$ cat src/rtl/clc_key_if.sv
// Request/response bundle for the clc_key modular-exponentiation stage.
// The requester drives the master side and clc_key is the slave.
interface clc_key_if #(
  parameter int W = 32
);
  logic         st;
  logic [W-1:0] r_in;
  logic [W-1:0] x;
  logic [W-1:0] p;
  logic [W-1:0] key;
  logic         busy;
  logic         done;
  logic         err;

  modport master (
    output st, r_in, x, p,
    input  key, busy, done, err
  );

  modport slave (
    input  st, r_in, x, p,
    output key, busy, done, err
  );
endinterface

$ cat src/rtl/clc_key.sv
// Shared-key stage: key = r_in^x mod p, computed by square-and-multiply over
// bit-serial interleaved modular multipliers, with a fixed latency.
module clc_key #(
  parameter int W = 32
) (
  input  logic      clk,
  input  logic      rst,
  clc_key_if.slave  bus
);
  localparam int CW = $clog2(W);

  typedef enum logic [1:0] {IDLE, RED, EXP, FIN} state_t;

  state_t         state, nxt;
  logic [W-1:0]   r_q, x_q, p_q, b_q, res_q;
  logic [W-1:0]   acc_sq, acc_mu, key_q;
  logic [CW-1:0]  bcnt, rcnt;
  logic           done_q, err_q, perr_q;
  logic           busy_c;
  logic [W-1:0]   mc_sq;
  logic           bit_sq;
  logic [W-1:0]   sq_nxt, mu_nxt;

  // One interleaved step: 2*acc + (bt ? mc : 0), then at most two subtractions of m.
  // acc, mc < m keeps the sum below 3m, which fits in W+2 bits.
  function automatic logic [W-1:0] mm_step(input logic [W-1:0] acc,
                                           input logic [W-1:0] mc,
                                           input logic         bt,
                                           input logic [W-1:0] m);
    logic [W+1:0] t;
    t = {1'b0, acc, 1'b0} + (bt ? {2'b00, mc} : {(W+2){1'b0}});
    if (t >= {2'b00, m}) t = t - {2'b00, m};
    if (t >= {2'b00, m}) t = t - {2'b00, m};
    return t[W-1:0];
  endfunction

  always_ff @(posedge clk or negedge rst) begin
    if (!rst) state <= IDLE;
    else      state <= nxt;
  end

  always_comb begin
    nxt = state;
    unique case (state)
      IDLE: if (bus.st) nxt = (bus.p == '0) ? FIN : RED;
      RED:  if (bcnt == '0) nxt = EXP;
      EXP:  if (bcnt == '0 && rcnt == '0) nxt = FIN;
      FIN:  nxt = IDLE;
      default: nxt = IDLE;
    endcase
  end

  // RED reduces the base as 1 * r_in: multiplicand 1, multiplier r_in, so the
  // sum stays below 2p even when r_in >= p.
  always_comb begin
    busy_c = 1'b0;
    mc_sq  = b_q;
    bit_sq = b_q[bcnt];
    unique case (state)
      IDLE: busy_c = 1'b0;
      RED: begin
        busy_c = 1'b1;
        mc_sq  = W'(1);
        bit_sq = r_q[bcnt];
      end
      EXP:  busy_c = 1'b1;
      FIN:  busy_c = 1'b1;
      default: busy_c = 1'b0;
    endcase
  end

  assign sq_nxt = mm_step(acc_sq, mc_sq, bit_sq, p_q);
  assign mu_nxt = mm_step(acc_mu, b_q, res_q[bcnt], p_q);

  always_ff @(posedge clk or negedge rst) begin
    if (!rst) begin
      r_q    <= '0;
      x_q    <= '0;
      p_q    <= '0;
      b_q    <= '0;
      res_q  <= '0;
      acc_sq <= '0;
      acc_mu <= '0;
      key_q  <= '0;
      bcnt   <= '0;
      rcnt   <= '0;
      done_q <= 1'b0;
      err_q  <= 1'b0;
      perr_q <= 1'b0;
    end else begin
      done_q <= (state == FIN);
      unique case (state)
        IDLE: begin
          if (bus.st) begin
            r_q    <= bus.r_in;
            x_q    <= bus.x;
            p_q    <= bus.p;
            b_q    <= '0;
            acc_sq <= '0;
            acc_mu <= '0;
            bcnt   <= CW'(W - 1);
            rcnt   <= CW'(W - 1);
            perr_q <= (bus.p == '0);
            res_q  <= (bus.p == '0 || bus.p == W'(1)) ? '0 : W'(1);
          end
        end
        RED: begin
          if (bcnt == '0) begin
            b_q    <= sq_nxt;
            acc_sq <= '0;
            bcnt   <= CW'(W - 1);
          end else begin
            acc_sq <= sq_nxt;
            bcnt   <= bcnt - 1'b1;
          end
        end
        EXP: begin
          if (bcnt == '0) begin
            b_q    <= sq_nxt;
            if (x_q[0]) res_q <= mu_nxt;
            x_q    <= x_q >> 1;
            acc_sq <= '0;
            acc_mu <= '0;
            bcnt   <= CW'(W - 1);
            rcnt   <= rcnt - 1'b1;
          end else begin
            acc_sq <= sq_nxt;
            acc_mu <= mu_nxt;
            bcnt   <= bcnt - 1'b1;
          end
        end
        FIN: begin
          key_q <= res_q;
          err_q <= perr_q;
        end
        default: ;
      endcase
    end
  end

  assign bus.key  = key_q;
  assign bus.busy = busy_c;
  assign bus.done = done_q;
  assign bus.err  = err_q;
endmodule

$ cat src/flat_wrapper.sv
// flat-port wrapper written by rule: the top's interface ports become plain ports
module clc_key_flat 
#(
  parameter int W = 32
)
  (clk, rst, bus_st, bus_r_in, bus_x, bus_p, bus_key, bus_busy, bus_done, bus_err);
  clc_key_if #(.W(W)) bus_i ();
  input  logic clk;
  input  logic rst;
  input wire logic [$bits(bus_i.st)-1:0] bus_st;
  input wire logic [$bits(bus_i.r_in)-1:0] bus_r_in;
  input wire logic [$bits(bus_i.x)-1:0] bus_x;
  input wire logic [$bits(bus_i.p)-1:0] bus_p;
  output wire logic [$bits(bus_i.key)-1:0] bus_key;
  output wire logic [$bits(bus_i.busy)-1:0] bus_busy;
  output wire logic [$bits(bus_i.done)-1:0] bus_done;
  output wire logic [$bits(bus_i.err)-1:0] bus_err;
  assign bus_i.st = bus_st;
  assign bus_i.r_in = bus_r_in;
  assign bus_i.x = bus_x;
  assign bus_i.p = bus_p;
  assign bus_key = bus_i.key;
  assign bus_busy = bus_i.busy;
  assign bus_done = bus_i.done;
  assign bus_err = bus_i.err;
  clc_key #(.W(W)) u_core (.clk(clk), .rst(rst), .bus(bus_i));
endmodule
$ cat config.mk
export PLATFORM = sky130hd
export DESIGN_NAME = clc_key_flat
export DESIGN_NICKNAME = d
export VERILOG_FILES = /design/src/rtl/clc_key_if.sv /design/src/rtl/clc_key.sv /design/src/flat_wrapper.sv
export SDC_FILE = /design/constraint.sdc
export NUM_CORES = 1
export LEC_CHECK = 0
export ABC_AREA = 1
export CORE_AREA = 2 2 252 192
export CTS_BUF_LIST = sky130_fd_sc_hd__clkbuf_2
export CTS_CLUSTER_DIAMETER = 60
export DETAILED_ROUTE_END_ITERATION = 8
export DIE_AREA = 0 0 254 194
export DONT_BUFFER_PORTS = 1
export GPL_TIMING_DRIVEN = 0
export PLACE_DENSITY_LB_ADDON = 0.3
export SLEW_MARGIN = 20
export SYNTH_ARGS = -nofsm -noshare
export SYNTH_HDL_FRONTEND = slang
export SYNTH_SLANG_ARGS = --single-unit
$ cat constraint.sdc
create_clock -name clk -period 8.33 [get_ports clk]
set_clock_uncertainty 0.15 [all_clocks]
set_input_delay 1.2495 -clock clk [delete_from_list [all_inputs] [get_ports clk]]
set_output_delay 1.2495 -clock clk [all_outputs]
set_load 0.05 [all_outputs]
==> summary.md <==
| Metric | Value |
|---|---|
| Reg2reg path depth | `45` |
| Most common cell in the netlist | `nand2_1` |
| Die height | `around 190 microns` |
| RR Endpoint | `u_core.res_q[26]` |
| Max Cap Viol | `0` |
| Crit path DAT | `9.00 ns` |
| Register area share after synthesis | `26.7%` |
| Fmax | `around 120 MHz` |
| Synthesized cell area | `between 20000 and 30000 sq um` |
| Share of layout cells above drive strength 1 | `12.8%` |
| Synth top area cells | `dfrtp_1, nand2_1, ha_1` |
| Slowest cell on the critical path | `ha_2` |
| Final min period | `8.17 ns` |
| DR DRC count | `0` |
| Synth Instances | `3952` |
| I/O pin cnt | `134` |
| Dpl hpwl | `86200 microns` |
| FFs w/ async S/R, synth | `100%` |
| Synthesized area per cell | `roughly 6.4 sq um` |
| Unrepaired setup endpoints after global routing | `yes` |
| Critical Path Sink Type | `flip-flop` |
| Initial DRC Count | `4005` |
| Yosys top cell area share | `around a quarter` |
| H-tree levels | `3` |
| TritonCTS clock tree | `yes` |
| Critical Path Max Stage Delay | `0.42 ns` |
| Number of synthesized flops with an enable pin | `0` |
| WL final | `106000 microns` |
| Pre-Repair DR Iteration Count | `7` |
| FF-to-FF Start | `u_core.bcnt[0]` |
| Area leader, netlist | `dfrtp_1` |
| IO buf count | `0` |
| Initial Util | `between 50% and 60%` |
| Worst slew pin tran | `0.945 ns` |
| Clock transition at the registers of the reported paths | `0.10 ns` |
| Commonest cells in the netlist | `nand2_1, inv_1, nor2_1` |
| Vias in the first global route | `24359` |
| Flop-to-flop setup slack | `~0.16 ns` |
| Tcrit/Tclk final | `98.0%` |
| Gr usage total | `41.9%` |
| Fillers | `4652` |
| Global-route wire length before repair | `153000 microns` |
| Largest net degree at the start of global routing | `about 270` |
| Critical path class | `reg -> reg` |
| NumNets Final | `approximately 4400` |
| Top FF cell, synth | `dfrtp_1` |
| Syn_nets | `4255` |
| Sink Count | `271` |
| Die Width | `254 microns` |
| Ys Warns | `0` |
| Worst Hold Class | `in -> async` |
| Area of the multi-input gates | `about 18000 sq um` |
| Final hold slack | `0.0106 ns` |
| Core area | `46800 sq um` |
| Status | `finished, final reports clean` |
| Initial antenna violation count | `5` |
| Register area | `6780 sq um` |
| Worst-Skew Late Latency | `1.10 ns` |
| GRT overflow | `0` |
| Hold Violations, Final | `0` |
| Gpl congestion | `1.07` |
| DIE AREA | `49300 sq um` |
| Clock buffer count from CTS | `69` |
| Synth-to-Final Area Change | `13.7%` |
| Setup crit start | `u_core.bcnt[0]` |
| Pins Over Slew Limit | `0` |
| Crit path max fanout | `10` |
| Distinct cell type count after synthesis | `53` |
| Number of routed nets with antenna violations | `0` |
| Flops & latches, synth | `around 270` |
| Startpoint Class | `flip-flop` |
| Avg Vias per Cell | `5.90` |
| WL/cell | `22.4 microns` |
| Clk root buf | `clkbuf_2` |
| Max Buffers Root-to-Sink | `3` |
| Crit path required time | `around 9.2 ns` |
| Most frequent CP cell | `nand2_1` |
| # rows | `69` |
| Via count | `27958` |
| # setup viols final | `0` |
| Slew margin rel. | `between 30 and 40%` |
per-stage QoR:
stage / worst slack, ns / setup TNS (ns) / instance area [sq um] / utilization [%] / std cells
after detailed placement: -1.22 / -124.45 / 26200 / 56.0 / 4591
final: 0.163 / 0 / 28900 / 61.7 / 4737
after floorplan: 1.38 / 0 / 25400 / - / 3952
after global placement: -1.24 / -127.92 / 26200 / 56.0 / 4591
after CTS: 0.000911 / 0 / 27200 / 58.1 / 4706
after global routing: -0.128 / -2.39 / 28900 / 61.7 / 4736
layer usage:
metal  vias to the layer above  wire length, microns  share of wire, %  global-route usage [%]
met2                      1633                 38600                36                    51.9
met1                     13072                 48000                45                    67.8
li1                      13116                     -                 -                       -
met4                         2                  2030               1.9                    8.56
met3                       135                 17300                16                    14.0
met5                         -                    13             0.012                       0
critical path, delay by kind of cell (launching register included):
kind | cells | cell delay, ns
and+or+nand+nor | 23 | 3.01
buffers and inverters | 9 | 1.44
AOI/OAI and AO/OA | 8 | 1.42
adders and majority gates | 3 | 1.17
xor gates and xnor gates | 2 | 0.53
DFF | 1 | 0.40
worst max-delay path by stage:
| stage | end | slack, ns | cells past startpoint |
|---|---|---|---|
| floorplan | u_core.res_q[9] | 1.38 | 47 |
| global placement | u_core.res_q[9] | -1.24 | 44 |
| detailed placement | u_core.res_q[9] | -1.22 | 44 |
| CTS | u_core.acc_sq[23] | 0.0009 | 48 |
| global route | u_core.acc_sq[7] | -0.13 | 49 |
| finish | u_core.res_q[26] | 0.16 | 45 |
registers in the layout (all words and copies together), names as in the netlist:
| register | flops |
|---|---|
| u_core.bus.done | 1 |
| u_core.x_q | 32 |
| u_core.rcnt | 5 |
| u_core.b_q | 32 |
| u_core.r_q | 32 |
| u_core.perr_q | 1 |
| u_core.bus.err | 1 |
| u_core.p_q | 32 |
| u_core.res_q | 32 |
| u_core.bus.key | 32 |
| u_core.acc_mu | 32 |
| u_core.acc_sq | 32 |
| u_core.state | 2 |
| u_core.bcnt | 5 |
repair_timing:
action	CTS	global route
setup endpoints to repair	128	128
buffers inserted	3	23
pin swaps	5	47
hold buffers	1	0
endpoints found under the hold margin	271	0
cloned	0	2
resized for setup	84	365
layout make-up:
type / count / area share (%)
Buffer: 117 / 2.39
Inverter: 496 / 6.51
Antenna cell: 5 / 0.0433
Clock buffer: 91 / 1.58
Clock inverter: 21 / 0.477
Tap cell: 639 / 2.77
Timing Repair Buffer: 30 / 1.01
Sequential cell: 271 / 23.5
Multi-Input combinational cell: 3067 / 61.7
cells in the final DEF, fill, tap and decap left out, drive strengths merged, types with 5 or more instances in the layout:
master and n:
nand2 1228, inv 494, nor2 392, dfrtp 271, o21ai 257, a21oi 253
nand3 244, ha 198, clkbuf 147, nand4 92, buf 91, xnor2 73
xor2 72, a31oi 52, nor3 38, o21bai 31, a21o 30, clkinv 18
nand3b 14, o211ai 12, mux2 12, nor4 9, o21a 8, a21boi 8
and3 7, a211oi 6, fa 6, diode 5
cell families after synthesis:
logic type	count (synthesis)	synth area share [%]
compound gates	673	14.7
xor+xnor	145	5.00
fa+ha+maj	204	10.2
buf+inv	614	9.50
flops	271	26.7
mux	12	0.532
simple gates	2033	33.3
Power is left out: the tool's default activity adds up to more than one toggle a clock period on the data nets, which glitch-free logic cannot reach.
